$ cat src/rtl/elastic_pipe_reg.sv
// Multi-stage elastic pipeline register with valid/ready handshake, global stall and flush.
// Empty stages collapse so upstream keeps moving while downstream is blocked.
module elastic_pipe_reg #(
  parameter int unsigned WIDTH      = 32,
  parameter int unsigned DEPTH      = 2,
  parameter bit          CLEAR_DATA = 1'b0
) (
  input  logic                       CLK,
  input  logic                       RST_N,
  input  logic                       STALL,
  input  logic                       FLUSH,
  input  logic                       in_valid,
  input  logic [WIDTH-1:0]           in_data,
  output logic                       in_ready,
  output logic                       out_valid,
  output logic [WIDTH-1:0]           out_data,
  input  logic                       out_ready,
  output logic [$clog2(DEPTH+1)-1:0] occupancy
);

  localparam int unsigned OccW = $clog2(DEPTH + 1);

  logic [DEPTH-1:0] vld_q, vld_d;
  logic [DEPTH-1:0] adv, take;
  logic [WIDTH-1:0] dat_q [DEPTH];
  logic [WIDTH-1:0] dat_d [DEPTH];
  logic [OccW-1:0]  occ_q, occ_d;

  // Advance chain runs from the output back to stage 0; a carries adv of the current stage.
  always_comb begin
    logic a;
    adv = '0;
    a   = out_ready;
    for (int i = int'(DEPTH) - 1; i >= 0; i--) begin
      adv[i] = a;
      a      = ~vld_q[i] | a;
    end
    take = ~vld_q | adv;
  end

  always_comb begin
    vld_d = vld_q;
    dat_d = dat_q;
    if (FLUSH) begin
      vld_d = '0;
      if (CLEAR_DATA) begin
        for (int i = 0; i < int'(DEPTH); i++) begin
          dat_d[i] = '0;
        end
      end
    end else if (!STALL) begin
      if (take[0]) begin
        vld_d[0] = in_valid;
        dat_d[0] = in_data;
      end
      for (int i = 1; i < int'(DEPTH); i++) begin
        if (take[i]) begin
          vld_d[i] = vld_q[i-1];
          dat_d[i] = dat_q[i-1];
        end
      end
    end
  end

  always_comb begin
    occ_d = '0;
    for (int i = 0; i < int'(DEPTH); i++) begin
      occ_d = occ_d + OccW'(vld_d[i]);
    end
  end

  always_ff @(posedge CLK or negedge RST_N) begin
    if (!RST_N) begin
      vld_q <= '0;
      occ_q <= '0;
      for (int i = 0; i < int'(DEPTH); i++) begin
        dat_q[i] <= '0;
      end
    end else begin
      vld_q <= vld_d;
      occ_q <= occ_d;
      for (int i = 0; i < int'(DEPTH); i++) begin
        dat_q[i] <= dat_d[i];
      end
    end
  end

  // RST_N gating keeps in_ready low while reset is held, even though all stages are empty.
  assign in_ready  = RST_N & ~STALL & ~FLUSH & take[0];
  assign out_valid = vld_q[DEPTH-1] & ~STALL;
  assign out_data  = dat_q[DEPTH-1];
  assign occupancy = occ_q;

endmodule

$ cat config.mk
export PLATFORM = sky130hd
export DESIGN_NAME = elastic_pipe_reg
export DESIGN_NICKNAME = d
export VERILOG_FILES = /design/src/rtl/elastic_pipe_reg.sv
export SDC_FILE = /design/constraint.sdc
export NUM_CORES = 1
export LEC_CHECK = 0
export ABC_AREA = 1
export BUFFER_PORTS_ARGS = -buffer_cell sky130_fd_sc_hd__buf_2
export CORE_UTILIZATION = 59
export CTS_BUF_LIST = sky130_fd_sc_hd__clkbuf_4 sky130_fd_sc_hd__clkbuf_8
export DETAILED_ROUTE_END_ITERATION = 6
export PLACE_DENSITY = 0.94
export SLEW_MARGIN = 10
export SYNTH_ARGS = -nofsm -noshare
export SYNTH_HDL_FRONTEND = slang
export SYNTH_SLANG_ARGS = --single-unit
$ cat constraint.sdc
create_clock -name CLK -period 3.44 [get_ports CLK]
set_input_delay 0.172 -clock CLK [delete_from_list [all_inputs] [get_ports CLK]]
set_output_delay 0.172 -clock CLK [all_outputs]
set_load 0.005 [all_outputs]
### Word-level counts from Yosys, hierarchy flattened

Index checks and enable logic that the tools add are counted.

| cells by class | value |
|---|---|
| multipliers | 0 |
| add/subtract/negate cells | 1 |
| muxes and demuxes | 4 |
| bitwise gates (word level) | 10 |
| reduce and logical (&&, ||, !) cells | 2 |
| div/mod/pow operators | 0 |
| shift-type cells | 0 |
| magnitude comparators | 0 |
| equal/unequal tests | 0 |

Operators by type and width:

| kind | number |
|---|---|
| 3-bit AND reduction | 2 |
| 1-bit bitwise AND | 4 |
| 2-bit 2-to-1 mux | 2 |
| 1-bit inverter | 3 |
| 1-bit by 1-bit adder with 2-bit output | 1 |
| 1-bit 2-to-1 mux | 2 |
| 2-bit inverter | 1 |
| 2-bit OR | 1 |
| 1-bit OR | 1 |

| word-level totals | value |
|---|---|
| word-level logic and storage cells | 21 |
| bits in read-only memories | 0 |
| memory bits (writable) | 0 |
| flip-flop bits (word level) | 68 |
| latch bits | 0 |
| output and inout bits | 36 |
| bits of input ports | 38 |
| memories kept | 0 |

### Depth between registers and ports, before layout

| logic depth | value |
|---|---|
| depth after elaboration | 7 |
| mapped depth | 6 |
| gate-level depth less buffers | 6 |

### Least setup slack after synthesis

OpenSTA, ideal clock, no wires.

| timing path | value |
|---|---|
| path type | register to register |
| from | register vld_q[1] |
| to | register occ_q[0] (netlist: occupancy[0]) |
| period minus slack after synthesis | 1.109 ns |
| library setup time | 0.126 ns |
| cell stages (with the launch flop) | 6 |
| buffers on the path | 0 |
| data arrival time | 0.983 ns |
| slack | 2.331 ns |
| data required time | 3.314 ns |
| cell sequence | dfrtp_1 nand2_1 nand2_1 nand2_1 nand2_1 ha_1 |

| on the way | value |
|---|---|
| word-level cells in the longest chain between the ends | 7 |

RTL lines:

| item | line | RTL |
|---|---|---|
| from (decl) | 23 | `logic [DEPTH-1:0] vld_q, vld_d;` |
| from (signal assigned) | 80 | `vld_q <= vld_d;` |
| 1-bit inverter | 36 | `a = ~vld_q[i] \| a;` |
| 1-bit OR | 36 |  |
| 2-bit OR | 38 | `take = ~vld_q \| adv;` |
| 1-bit 2-to-1 mux | 52 | `if (take[0]) begin` |
| 2-bit 2-to-1 mux | 51 | `end else if (!STALL) begin` |
| 2-bit 2-to-1 mux | 44 | `if (FLUSH) begin` |
| net vld_d[0] | 23 |  |
| 1-bit by 1-bit adder with 2-bit output | 68 | `occ_d = occ_d + OccW'(vld_d[i]);` |
| net occ_d[0] | 27 | `logic [OccW-1:0] occ_q, occ_d;` |
| to (signal assigned) | 75 | `occ_q <= '0;` |
| to (signal assigned) | 81 | `occ_q <= occ_d;` |
| to (decl) | 27 |  |

The timed path passes the listed nets, and every way through them passes these cells.
A chain may end at the register's enable or synchronous reset.

### Worst setup path after layout

| timing path | value |
|---|---|
| from | register vld_q[1] |
| to | output in_ready |

| on the way | value |
|---|---|
| word-level cells in the longest chain between the ends | 4 |

RTL lines:

| item | line | RTL |
|---|---|---|
| 1-bit inverter | 36 |  |
| 1-bit OR | 36 |  |
| 2-bit OR | 38 |  |
| 1-bit bitwise AND | 89 | `assign in_ready = RST_N & ~STALL & ~FLUSH & take[0];` |
| to (decl) | 14 | `output logic in_ready,` |

No other way between the ends.

==> reports/summary.md <==
The critical path data required time came out at 3.27 ns. The via count of the first global-routing pass is 2179. Setup repair after global routing left no endpoint under its margin. TritonCTS built the clock tree. The mapped cell area is 2950 sq um, and the final net count is 410.

The top cell type's share of synthesized area is 57.7%. The fraction of final layout cells sized beyond drive strength 1 was 25.1%; the total setup violations reported at the end of the flow was 0. STA classifies the critical path endpoint as an output pin. The die is 72.7 microns tall. The worst setup path is launched from a register. The floorplan step set the die width to 72.7 microns. Summed over all nets, the half-perimeter wirelength after detailed placement is 3.93 mm. The proportion of power drawn by combinational gates is 15.1%, and the effective utilization at floorplan is 62.1%.

The logs give 40 for the pin count of the biggest net entering global routing and 68 for the number of sinks driven by the clock tree. A synthesized cell averages 8.86 sq um. The largest individual stage delay along the critical path comes from the cell sky130_fd_sc_hd__nand3_2. The net switching fraction of the power is 26.4%, and the number of buffers added for setup after CTS is 0.

Post-route antenna net violation count: 0. CTS placed an instance of sky130_fd_sc_hd__clkbuf_8 at the clock tree root. 74 I/O pins were placed.

Counting distinct cell types in the post-synthesis netlist gives 12. By startpoint and endpoint, the worst setup path is classified as reg2out. Leaving out filler cells and counting taps, the final layout contains 442. After routing the design area is 3280 sq um.

For the pin with the worst max-slew slack, the measured transition is 1.08 ns. After clock tree synthesis, the clock-pin slew on the worst setup and hold paths is 0.07 ns. From synthesis to final layout, the design area changed by 11.0%. The post-detailed-route wirelength per cell was 13.0 microns; the buffer depth of the longest clock path was 2. For the portion of total power attributed to the clock network, the log shows 31.4%.

0 antenna diodes ended up in the layout. The count of synthesis-stage warnings from yosys is 0. Dividing the detail-routed via count by the number of cells gives 5.04.

The power density over the cells was 562 nW/um^2. The post-route clock skew is 0.00542 ns, and the total global routing overflow is 0. The detailed router finished its first iteration with 219 violations.

The biggest area contributor in the post-synthesis netlist is sky130_fd_sc_hd__dfrtp_1. The tools report the placer's final routability congestion estimate as 0.872. The upper clock frequency limit was 0.521 GHz. In this run the power spent charging and discharging nets is 487 uW.

The run gives 25 as the number of rows in the core area. The logs give 0 ns for the total negative setup slack and 5.77 mm for the total routed wirelength. CTS built an H-tree with a depth of 3. The flop and latch count out of synthesis was 68; the placed standard-cell area was 3090 sq um. Number of nets produced by synthesis: 372.

Placeable core region: 4750 sq um. Summing internal, switching and leakage power gives 1.84 mW. Measured against its own limit, the worst slew margin works out to 27.8%.

The first detailed-routing pass ran for 4 iterations. The endpoint arrival time on the critical path was 1.75 ns. Leaving out fill and tap cells, the most frequent cell in the layout is sky130_fd_sc_hd__nand2_1. The max capacitance violation total is 0, and the share of synthesized area occupied by flip-flops and latches is 57.7%. The count of endpoints failing hold in the final timing report was 0. The later pin in the worst-skew pair is clocked with a latency of 0.33 ns.

The run gives 2227 as the overall via count from detail_route. The internal power of the cells totals 1.36 mW. The run gives 9 as the number of buffers created by CTS. The run gives 0 as the initial antenna violation count.

After layout, the worst path uses 55.8% of the clock period. In this run the static leakage power is 1.91 nW. The first global-routing pass estimated 9.73 mm of wire. The worst path buffer plus inverter count came out at 1. Subtracting the final worst setup slack from the clock period gives 1.92 ns. After synthesis, the cell types taking the most area are sky130_fd_sc_hd__dfrtp_1 58%, sky130_fd_sc_hd__nand2_1 17%, sky130_fd_sc_hd__nand3_1 11%. Number of design rule violations left after detail routing: 0. The worst hold path belongs to the class in2reg.

The maximum fanout count along the critical path came out at 33. The max-slew violation count is 0. Walking the worst path, the cells encountered are nand3_2, nand2_1, nor2_1, buf_2. Delay of the slowest cell on the worst path: 0.51 ns.

For this run, the total global-route usage over all layers was measured as 24.8%. The relative contribution of sequential cells to total power is 53.5%. Once placement completed, the tool counted placed cells totaling 426. The cell family contributing the most delay on the critical path is simple AND/OR/NAND/NOR gates. Synthesis produced 333 cells. In the layout the commonest cells are 136 x sky130_fd_sc_hd__nand2_1, 73 x sky130_fd_sc_hd__buf_2, 68 x sky130_fd_sc_hd__dfrtp_1, 65 x sky130_fd_sc_hd__nand3_1, 11 x sky130_fd_sc_hd__clkbuf_8. The flow ran to the end, and the final reports show no timing, DRC or antenna violations. IR analysis of the VDD net gives a maximum drop of 0.342 mV. Port buffering added 73 buffers.

The floorplan step defined a die boundary enclosing 5290 sq um.
## worst reg2reg max path: stages (launching register included)
cell,delay (ns)
sky130_fd_sc_hd__dfrtp_1,0.38
sky130_fd_sc_hd__nand3_2,0.51
sky130_fd_sc_hd__nand2_1,0.32
sky130_fd_sc_hd__buf_4,0.35
sky130_fd_sc_hd__nand2_1,0.11
sky130_fd_sc_hd__nand2_1,0.09
## per-layer routing
metal  GRT usage, %  part of all wire, %
met2           38.8                   49
met3           5.94                  5.4
met1           31.8                   43
met4           14.2                  2.8
met5              0                    0
## layout make-up
class | instances | area [sq um]
sequential | 68 | 1700
clock buffer | 13 | 166
tap | 67 | 83.8
inverter | 6 | 22.5
fill | 391 | 1480
clock inverter | 2 | 10.0
multi-input combinational | 208 | 886
timing repair buffer | 78 | 405
## cells by family after synthesis
logic type / count (synthesis) / share of synthesized area [%]
AOI/OAI and AO/OA: 1 / 0.169
adders and majority gates: 1 / 0.424
buffers and inverters: 57 / 12.5
DFF: 68 / 57.7
and+or+nand+nor: 206 / 29.2
## through the flow
step	setup slack, ns	hold slack, ns	util (%)
after global routing	1.38	0.0761	68.9
after CTS	1.50	0.0522	68.9
after global placement	1.48	0.238	65.0
final	1.52	0.0676	68.9
after floorplan	2.33	-0.124	-
after detailed placement	1.40	0.253	65.0
## synth_stat cells
master and n:
sky130_fd_sc_hd__buf_2 7, sky130_fd_sc_hd__nor2_1 3, sky130_fd_sc_hd__ha_1 1, sky130_fd_sc_hd__inv_1 6, sky130_fd_sc_hd__dfrtp_1 68, sky130_fd_sc_hd__nor2_2 1
sky130_fd_sc_hd__clkbuf_1 5, sky130_fd_sc_hd__nand2_1 136, sky130_fd_sc_hd__nand3_1 65, sky130_fd_sc_hd__a21oi_1 1, sky130_fd_sc_hd__nand3_2 1, sky130_fd_sc_hd__buf_4 39
## power by group through the flow
stage                     clock, mW  sequential (mW)  combinational (mW)
after global routing          0.622            0.998               0.320
after global placement            0            0.996               0.267
after detailed placement          0            0.998               0.281
after CTS                     0.594            0.985               0.281
final                         0.579            0.986               0.277
after floorplan                   0            0.986               0.243
## worst paths after layout
check / end / slack (ns) / from / cells past startpoint
max: in_ready / 1.52 / vld_q[1] / 4
min reg2reg: out_data[9] / 0.46 / out_data[9] / 2
min in group asynchronous: dat_q[60] / 0.42 / RST_N / 2
max in group asynchronous: out_data[12] / 2.09 / RST_N / 3
min: dat_q[54] / 0.07 / in_data[22] / 3
max reg2reg: dat_q[59] / 1.62 / vld_q[1] / 5
## sequential cells by signal, summed over array words and instances, names as in the netlist
signal     cells
dat_q         32
occupancy      2
out_data      32
vld_q          2
## timing repair
item	CTS	global route
endpoints found under the hold margin	30	0
gates resized for setup	0	0
hold buffers	1	0
(Power assumes the default switching activity.)
